File: src/rtl/mem_dma.sv
`default_nettype none
// ============================================================================
// Module   : mem_dma
// Brief    : Word-copy DMA initiator for the picorv32 native memory bus,
//            programmed through a zero-wait-state register port.
// Revision : 1.0 - initial release
// ============================================================================
module mem_dma #(
    parameter int LEN_BITS = 16,
    parameter int ADDR_INC = 4
) (
    input  logic        clk,
    input  logic        reset,
    input  logic        s_valid,
    input  logic [3:0]  s_addr,
    input  logic [31:0] s_wdata,
    input  logic [3:0]  s_wstrb,
    output logic        s_ready,
    output logic [31:0] s_rdata,
    output logic        m_valid,
    output logic [31:0] m_addr,
    output logic [31:0] m_wdata,
    output logic [3:0]  m_wstrb,
    input  logic        m_ready,
    input  logic [31:0] m_rdata,
    output logic        irq
);

    localparam logic [1:0] c_reg_src  = 2'd0;
    localparam logic [1:0] c_reg_dst  = 2'd1;
    localparam logic [1:0] c_reg_len  = 2'd2;
    localparam logic [1:0] c_reg_ctrl = 2'd3;

    typedef enum logic [2:0] {
        S_IDLE   = 3'd0,
        S_RD     = 3'd1,
        S_RD_GAP = 3'd2,
        S_WR     = 3'd3,
        S_WR_GAP = 3'd4
    } state_t;

    state_t              state_q, state_d;
    logic [31:0]         src_q, src_d;
    logic [31:0]         dst_q, dst_d;
    logic [LEN_BITS-1:0] len_q, len_d;
    logic [31:0]         buf_q, buf_d;
    logic                done_q, done_d;
    logic                aborted_q, aborted_d;
    logic                irq_en_q, irq_en_d;
    logic                abort_pend_q, abort_pend_d;
    logic                irq_q, irq_d;

    logic                w_busy;
    logic                w_reg_wr;
    logic                w_ctrl_wr;
    logic                w_start;
    logic                w_clear;
    logic                w_abort;
    logic                w_len_zero;
    logic                w_unused;

    always_comb begin
        w_busy     = (state_q != S_IDLE);
        w_reg_wr   = s_valid && (s_wstrb != 4'b0000);
        w_ctrl_wr  = w_reg_wr && (s_addr[3:2] == c_reg_ctrl);
        w_start    = w_ctrl_wr && s_wdata[0] && !w_busy;
        w_clear    = w_ctrl_wr && s_wdata[1];
        w_abort    = w_ctrl_wr && s_wdata[2];
        w_len_zero = (len_q == '0);
        w_unused   = ^s_addr[1:0];
    end

    always_comb begin
        state_d      = state_q;
        src_d        = src_q;
        dst_d        = dst_q;
        len_d        = len_q;
        buf_d        = buf_q;
        done_d       = done_q;
        aborted_d    = aborted_q;
        irq_en_d     = irq_en_q;
        abort_pend_d = abort_pend_q;

        if (w_reg_wr && !w_busy) begin
            case (s_addr[3:2])
                c_reg_src: src_d = {s_wdata[31:2], 2'b00};
                c_reg_dst: dst_d = {s_wdata[31:2], 2'b00};
                c_reg_len: len_d = s_wdata[LEN_BITS-1:0];
                default:   ;
            endcase
        end
        if (w_ctrl_wr) begin
            irq_en_d = s_wdata[3];
        end
        if (w_clear) begin
            done_d = 1'b0;
        end

        // Completion and start are evaluated after clear so both win over it.
        case (state_q)
            S_IDLE: begin
                abort_pend_d = 1'b0;
                if (w_start) begin
                    aborted_d = 1'b0;
                    if (w_len_zero) begin
                        done_d = 1'b1;
                    end else begin
                        done_d  = 1'b0;
                        state_d = S_RD;
                    end
                end
            end
            S_RD: begin
                if (w_abort) abort_pend_d = 1'b1;
                if (m_ready) begin
                    buf_d   = m_rdata;
                    state_d = S_RD_GAP;
                end
            end
            S_RD_GAP: begin
                if (abort_pend_q || w_abort) begin
                    aborted_d    = 1'b1;
                    abort_pend_d = 1'b0;
                    state_d      = S_IDLE;
                end else begin
                    state_d = S_WR;
                end
            end
            S_WR: begin
                if (w_abort) abort_pend_d = 1'b1;
                if (m_ready) begin
                    src_d   = src_q + 32'(ADDR_INC);
                    dst_d   = dst_q + 32'(ADDR_INC);
                    len_d   = len_q - 1'b1;
                    state_d = S_WR_GAP;
                end
            end
            S_WR_GAP: begin
                if (w_len_zero) begin
                    done_d       = 1'b1;
                    abort_pend_d = 1'b0;
                    state_d      = S_IDLE;
                end else if (abort_pend_q || w_abort) begin
                    aborted_d    = 1'b1;
                    abort_pend_d = 1'b0;
                    state_d      = S_IDLE;
                end else begin
                    state_d = S_RD;
                end
            end
            default: state_d = S_IDLE;
        endcase

        irq_d = done_d && irq_en_d;
    end

    always_ff @(posedge clk) begin
        if (reset) begin
            state_q      <= S_IDLE;
            src_q        <= '0;
            dst_q        <= '0;
            len_q        <= '0;
            buf_q        <= '0;
            done_q       <= 1'b0;
            aborted_q    <= 1'b0;
            irq_en_q     <= 1'b0;
            abort_pend_q <= 1'b0;
            irq_q        <= 1'b0;
        end else begin
            state_q      <= state_d;
            src_q        <= src_d;
            dst_q        <= dst_d;
            len_q        <= len_d;
            buf_q        <= buf_d;
            done_q       <= done_d;
            aborted_q    <= aborted_d;
            irq_en_q     <= irq_en_d;
            abort_pend_q <= abort_pend_d;
            irq_q        <= irq_d;
        end
    end

    // Initiator outputs are decoded from state; SRC/DST/buffer cannot change
    // while a request is outstanding, so they hold stable through wait states.
    always_comb begin
        m_valid = 1'b0;
        m_addr  = '0;
        m_wdata = '0;
        m_wstrb = 4'b0000;
        case (state_q)
            S_RD: begin
                m_valid = 1'b1;
                m_addr  = src_q;
            end
            S_WR: begin
                m_valid = 1'b1;
                m_addr  = dst_q;
                m_wdata = buf_q;
                m_wstrb = 4'b1111;
            end
            default: ;
        endcase
    end

    always_comb begin
        s_ready = s_valid;
        s_rdata = '0;
        if (s_valid) begin
            case (s_addr[3:2])
                c_reg_src: s_rdata = src_q;
                c_reg_dst: s_rdata = dst_q;
                c_reg_len: s_rdata = 32'(len_q);
                default:   s_rdata = {28'd0, irq_en_q, aborted_q, done_q, w_busy};
            endcase
        end
        irq = irq_q;
    end

endmodule
`default_nettype wire

File: config.mk
export PLATFORM = sky130hd
export DESIGN_NAME = mem_dma
export DESIGN_NICKNAME = d
export VERILOG_FILES = /design/src/rtl/mem_dma.sv
export SDC_FILE = /design/constraint.sdc
export NUM_CORES = 1
export LEC_CHECK = 0
export ABC_CLOCK_PERIOD_IN_PS = 2500
export BUFFER_PORTS_ARGS = -buffer_cell sky130_fd_sc_hd__clkbuf_2
export CELL_PAD_IN_SITES_DETAIL_PLACEMENT = 2
export CELL_PAD_IN_SITES_GLOBAL_PLACEMENT = 2
export CORE_MARGIN = 8
export CORE_UTILIZATION = 30
export DETAILED_ROUTE_END_ITERATION = 10
export GPL_TIMING_DRIVEN = 1
export PLACE_DENSITY = 0.84
export REMOVE_ABC_BUFFERS = 1
export SYNTH_ARGS = -nofsm -noshare
export SYNTH_HDL_FRONTEND = slang
export SYNTH_SLANG_ARGS = --single-unit
File: constraint.sdc
create_clock -name clk -period 2.5 [get_ports clk]
set_input_delay 0.25 -clock clk [delete_from_list [all_inputs] [get_ports clk]]
set_output_delay 0.25 -clock clk [all_outputs]
set_load 0.01 [all_outputs]
; Yosys cells after proc, flatten, opt, wreduce, memory -nomap -nowiden
; Index checks and enable logic that the tools add are counted.
[totals]
ff_bits = 120
in_bits = 76
out_inout_bits = 103
word_cells = 88
[op_classes]
add_sub_neg = 3
eq_ne = 13
n_mux = 40
n_reduce_logical = 22
[ops]
columns = cell, n
row1 = 32-bit 2-to-1 mux, 10
row2 = 32-bit one-hot mux with 3 select lines, 1
row3 = "32-bit by 3-bit adder with 32-bit output, second input constant", 2
row4 = 16-bit 2-to-1 mux, 4
row5 = 32-bit one-hot mux with 2 select lines, 1
row6 = 16-bit logical NOT, 1
row7 = "16-bit by 1-bit subtractor with 16-bit output, second input constant", 1
row8 = 3-bit one-hot mux with 5 select lines, 1
row9 = 1-bit 2-to-1 mux, 14
row10 = 3-bit 2-to-1 mux, 4
row11 = "2-bit != test, second input constant", 5
row12 = 1-bit logical AND, 8
row13 = 4-bit nonzero test, 2
row14 = "3-bit by 2-bit equality test with 1-bit output, second input constant", 2
row15 = 3-bit nonzero test, 2
row16 = "2-bit equality test, second input constant", 2
row17 = 4-bit 2-to-1 mux, 1
row18 = 1-bit one-hot mux with 4 select lines, 1
row19 = 2-bit AND reduction, 2
row20 = 4-bit AND reduction, 1
row21 = "3-bit by 1-bit equality test with 1-bit output, second input constant", 1
row22 = "3-bit equality test, second input constant", 1
row23 = 3-bit logical NOT, 1
row24 = 1-bit one-hot mux with 3 select lines, 1
row25 = 9 further kinds, 9

; Longest topological paths before layout
[logic_depth]
word_depth = 8
depth_mapped = 8
mapped_depth_nobuf = 7

; Least setup slack after synthesis
; No wires, ideal clock.
[synth_timing]
path_type = reg2reg
start = register dst_q[2]
end = register dst_q[28]
setup_time_ps = 74
t_arrival_ps = 1801
t_required_ps = 2426
setup_slack_ps = 625
path_stages_with_launch = 7
n_path_buf = 0
period_less_slack_ps = 1875
cell_sequence = dfxtp_1 > ha_1 > nand4_1 > nor4_2 > nand3_1 > or3_1 > a31oi_1
[synth_via]
elab_chain_len = 3
[synth_lines]
columns = item, line_no
row1 = "start, declared", 44  ; logic [31:0] dst_q, dst_d;
row2 = "start signal, assigned", 172  ; dst_q <= dst_d;
row3 = 32-bit by 3-bit adder with 32-bit output, 133  ; dst_d = dst_q + 32'(ADDR_INC);
row4 = 32-bit 2-to-1 mux, 131  ; if (m_ready) begin
row5 = 32-bit 2-to-1 mux, 100  ; case (state_q)
; Every way passes these cells.
; A chain may end at the register's enable or synchronous reset.

; Worst setup path after layout
[layout_timing]
start = register state_q[0]
end = register src_q[25]
[layout_via]
elab_chain_len = 6
word_cells_on_any_way = 7
classes_between = eq/ne: 1 / mux: 3 / reduce/logical: 3
[layout_lines]
columns = item, line_no
row1 = "start, declared", 42  ; state_t state_q, state_d;
row2 = "start signal, assigned", 170  ; state_q <= state_d;
row3 = 3-bit nonzero test, 63  ; w_busy = (state_q != S_IDLE);
row4 = 1-bit logical NOT, 84  ; if (w_reg_wr && !w_busy) begin
row5 = 1-bit logical AND, 84
row6 = 32-bit 2-to-1 mux, 84
row7 = 32-bit 2-to-1 mux, 131
row8 = 32-bit 2-to-1 mux (*), 100
row9 = "end signal, assigned", 171  ; src_q <= src_d;
row10 = "end, declared", 43  ; logic [31:0] src_q, src_d;
; Every way passes the cells marked *; elsewhere a longest branch is shown, timed or not.

==> impl_metrics.json <==
{
  "finalSetupViolations": 0,
  "finalClockSkew_ps": 8.49,
  "drt_iter0_drc": 572,
  "postCtsHoldBufs": 0,
  "status": "finished, final reports clean",
  "cp_num_buf_inv": 0,
  "cp_top_family": "simple AND/OR/NAND/NOR gates",
  "drv_cap": 0,
  "vias": 8753,
  "cp_common_cell": "nand3_1",
  "postSynth.asyncResetShare_pct": 0,
  "synthCells": 991,
  "reg2reg_from": "state_q[0]",
  "antenna_left": 0,
  "cts.sinks": 120,
  "finalHoldViolCount": 0,
  "cts_max_level": 4,
  "cts_tree": "built",
  "required_ps": 2830,
  "cts_buffers": 17,
  "grt_use_total_pct": 23.6,
  "leakage_uw": 0.00368,
  "grt_max_degree": 100,
  "synth_ff_type": "dfxtp_1",
  "max_slew.worst_pin.slew_ps": 925,
  "r2r_slack_ps": 150,
  "drc_errors": 0,
  "die_w_um": 173,
  "cp-startpoint": "state_q[0]",
  "yosysWarnings": 0,
  "min_period_over_period_pct": 93.8,
  "grt_pass1_wl_um": 56700,
  "slew_violations": 0,
  "crit_chain": "and4b_1, nand3_1, nor2_2, nand3_1, a31oi_1",
  "powerDensity_nw_per_um2": 533,
  "firstDrtPassIters": 5,
  "grt_pass1_vias": 9493,
  "syn_avg_cell_area_sq_um": 7.47,
  "hp-class": "in2reg",
  "antenna_found_initial": 0,
  "cp_slowest_cell": "dfxtp_1",
  "grt_overflow": 0,
  "min_from": "m_rdata[25]",
  "wl_per_cell_um": 24.2,
  "cts.clk_slew.worst_paths_ps": 60,
  "cts_setup_buffers": 0,
  "crit_fanout": 10,
  "num-nets-final": 1237,
  "finalWirelength_um": 36200,
  "fill_cells": 2848,
  "worstSetupEndpointType": "register",
  "io_pins": 179,
  "cp.arrival_ps": 2670,
  "antenna_cells": 0,
  "cts_resized": 0,
  "die_h_um": 173,
  "area_growth_pct": 26.1,
  "io_buffers": 176,
  "dieArea_sq_um": 30000,
  "min_period_ps": 2350,
  "vias_per_cell": 5.86,
  "ys_types": 64,
  "total_power_uw": 4980,
  "ir_drop_mv": 0.484,
  "critPathKind": "reg2reg",
  "synth-edff-count": 0,
  "ys_seq_area_share_pct": 32.5,
  "cts-root-buf": "clkbuf_16",
  "slowest_delay_ps": 540,
  "insertion_delay_ps": 430,
  "place_hpwl_um": 24600,
  "slew_headroom_pct": 38.4,
  "coreArea_sq_um": 24200,
  "drive_gt1_share_pct": 24.3,
  "syn-cell-area_sq_um": 7400,
  "rsz0062_at_grt": "no",
  "cts_max_path_buffers": 2,
  "synth_seq_cells": 120,
  "start_util_pct": 30.5,
  "rows": 57,
  "max_freq_ghz": 0.426,
  "start_kind": "register",
  "post-route-util_pct": 38.5,
  "gp_congestion": 0.821
}
==> flip-flops by register name, summed over array words and instances (netlist names) <==
signal / flops
abort_pend_q: 1
aborted_q: 1
buf_q: 32
done_q: 1
dst_q: 32
irq: 1
irq_en_q: 1
len_q: 16
src_q: 32
state_q: 3
==> worst paths after layout <==
| kind | endpoint | depth (start not counted) |
|---|---|---|
| min | buf_q[25] | 3 |
| max reg2reg | src_q[25] | 5 |
| min reg2reg | buf_q[30] | 2 |
| max | src_q[25] | 5 |
==> placed cells by master (no fill, tap or decap), drive strengths merged, types with 7 or more instances in the layout <==
cell,count
a211oi,11
a21oi,100
a31oi,27
and2,20
and3,48
buf,60
clkbuf,196
dfxtp,120
inv,10
mux2i,64
nand2,139
nand3,35
nand4,21
nor2,106
nor3,29
nor4,12
o211ai,15
o21ai,38
or3,13
or4,7
==> metal layers <==
layer  vias to the layer above  part of all wire [%]  GRT usage (%)
met5                         -                     0              0
li1                       3922                     -              -
met1                      4411                    45           30.4
met2                       353                    47           38.7
met4                         0                   2.8           8.84
met3                        67                   5.5           4.51
==> stage by stage <==
stage	std cells	TNS [ps]	area [sq um]	hold WS (ps)	setup WS (ps)
6_report	1493	0	9330	48.0	154
5_1_grt	1493	0	9330	46.2	32.4
3_3_place_gp	1463	0	8780	437	343
2_1_floorplan	904	-151530	7020	319	-2220
3_5_place_dp	1463	0	8780	451	269
4_1_cts	1493	0	9320	26.1	72.5
==> cells by family after synthesis <==
kind of cell,synth area share [%]
and+or+nand+nor,31.1
muxes,10.2
DFF,32.5
buffers and inverters,5.68
xor gates and xnor gates,0.118
AOI/OAI and AO/OA,20.0
adders and majority gates,0.507
==> area by class of cell <==
cell class | instances | area (sq um) | area share [%]
inverters | 10 | 37.5 | 0.402
clock buffers | 21 | 460 | 4.93
multi-input cells | 774 | 4590 | 49.2
repair buffers | 235 | 1360 | 14.5
flip-flops and latches | 120 | 2400 | 25.8
clock inverters | 9 | 77.6 | 0.831
well taps | 324 | 405 | 4.34
==> power breakdown <==
part | switching [uW] | total [uW] | internal, uW
clock | 940 | 2340 | 1400
sequential | 84.0 | 2050 | 1970
combinational | 370 | 587 | 217
==> cell usage after synthesis, drive strengths merged, types with 5 or more instances <==
cell    instances  area, sq um
buf            40          206
and3           48          300
nor3           29          165
or4             7         52.6
nand3          35          180
inv            10         37.5
o211ai         15          113
o221ai          6         52.6
clkbuf         47          176
and4            6         55.1
a311oi          5         43.8
nor2          106          398
nor4           12         93.8
a22oi           6         45.0
a21oi         100          500
nand2         139          522
a31oi          27          169
a211oi         11         82.6
o211a           5         50.1
dfxtp         120         2400
nand4          21          153
and2           20          125
o21ai          38          190
mux2i          64          641
or3            13         81.3
nor2b           5         31.3
==> worst min-delay path: cells and delay by family <==
kind / cells / cell delay [ps]
AND/OR/NAND/NOR: 1 / 40
buffers and inverters: 1 / 80
AO/OA/AOI/OAI: 1 / 50
Note: power is estimated with default switching activity, not from simulation.
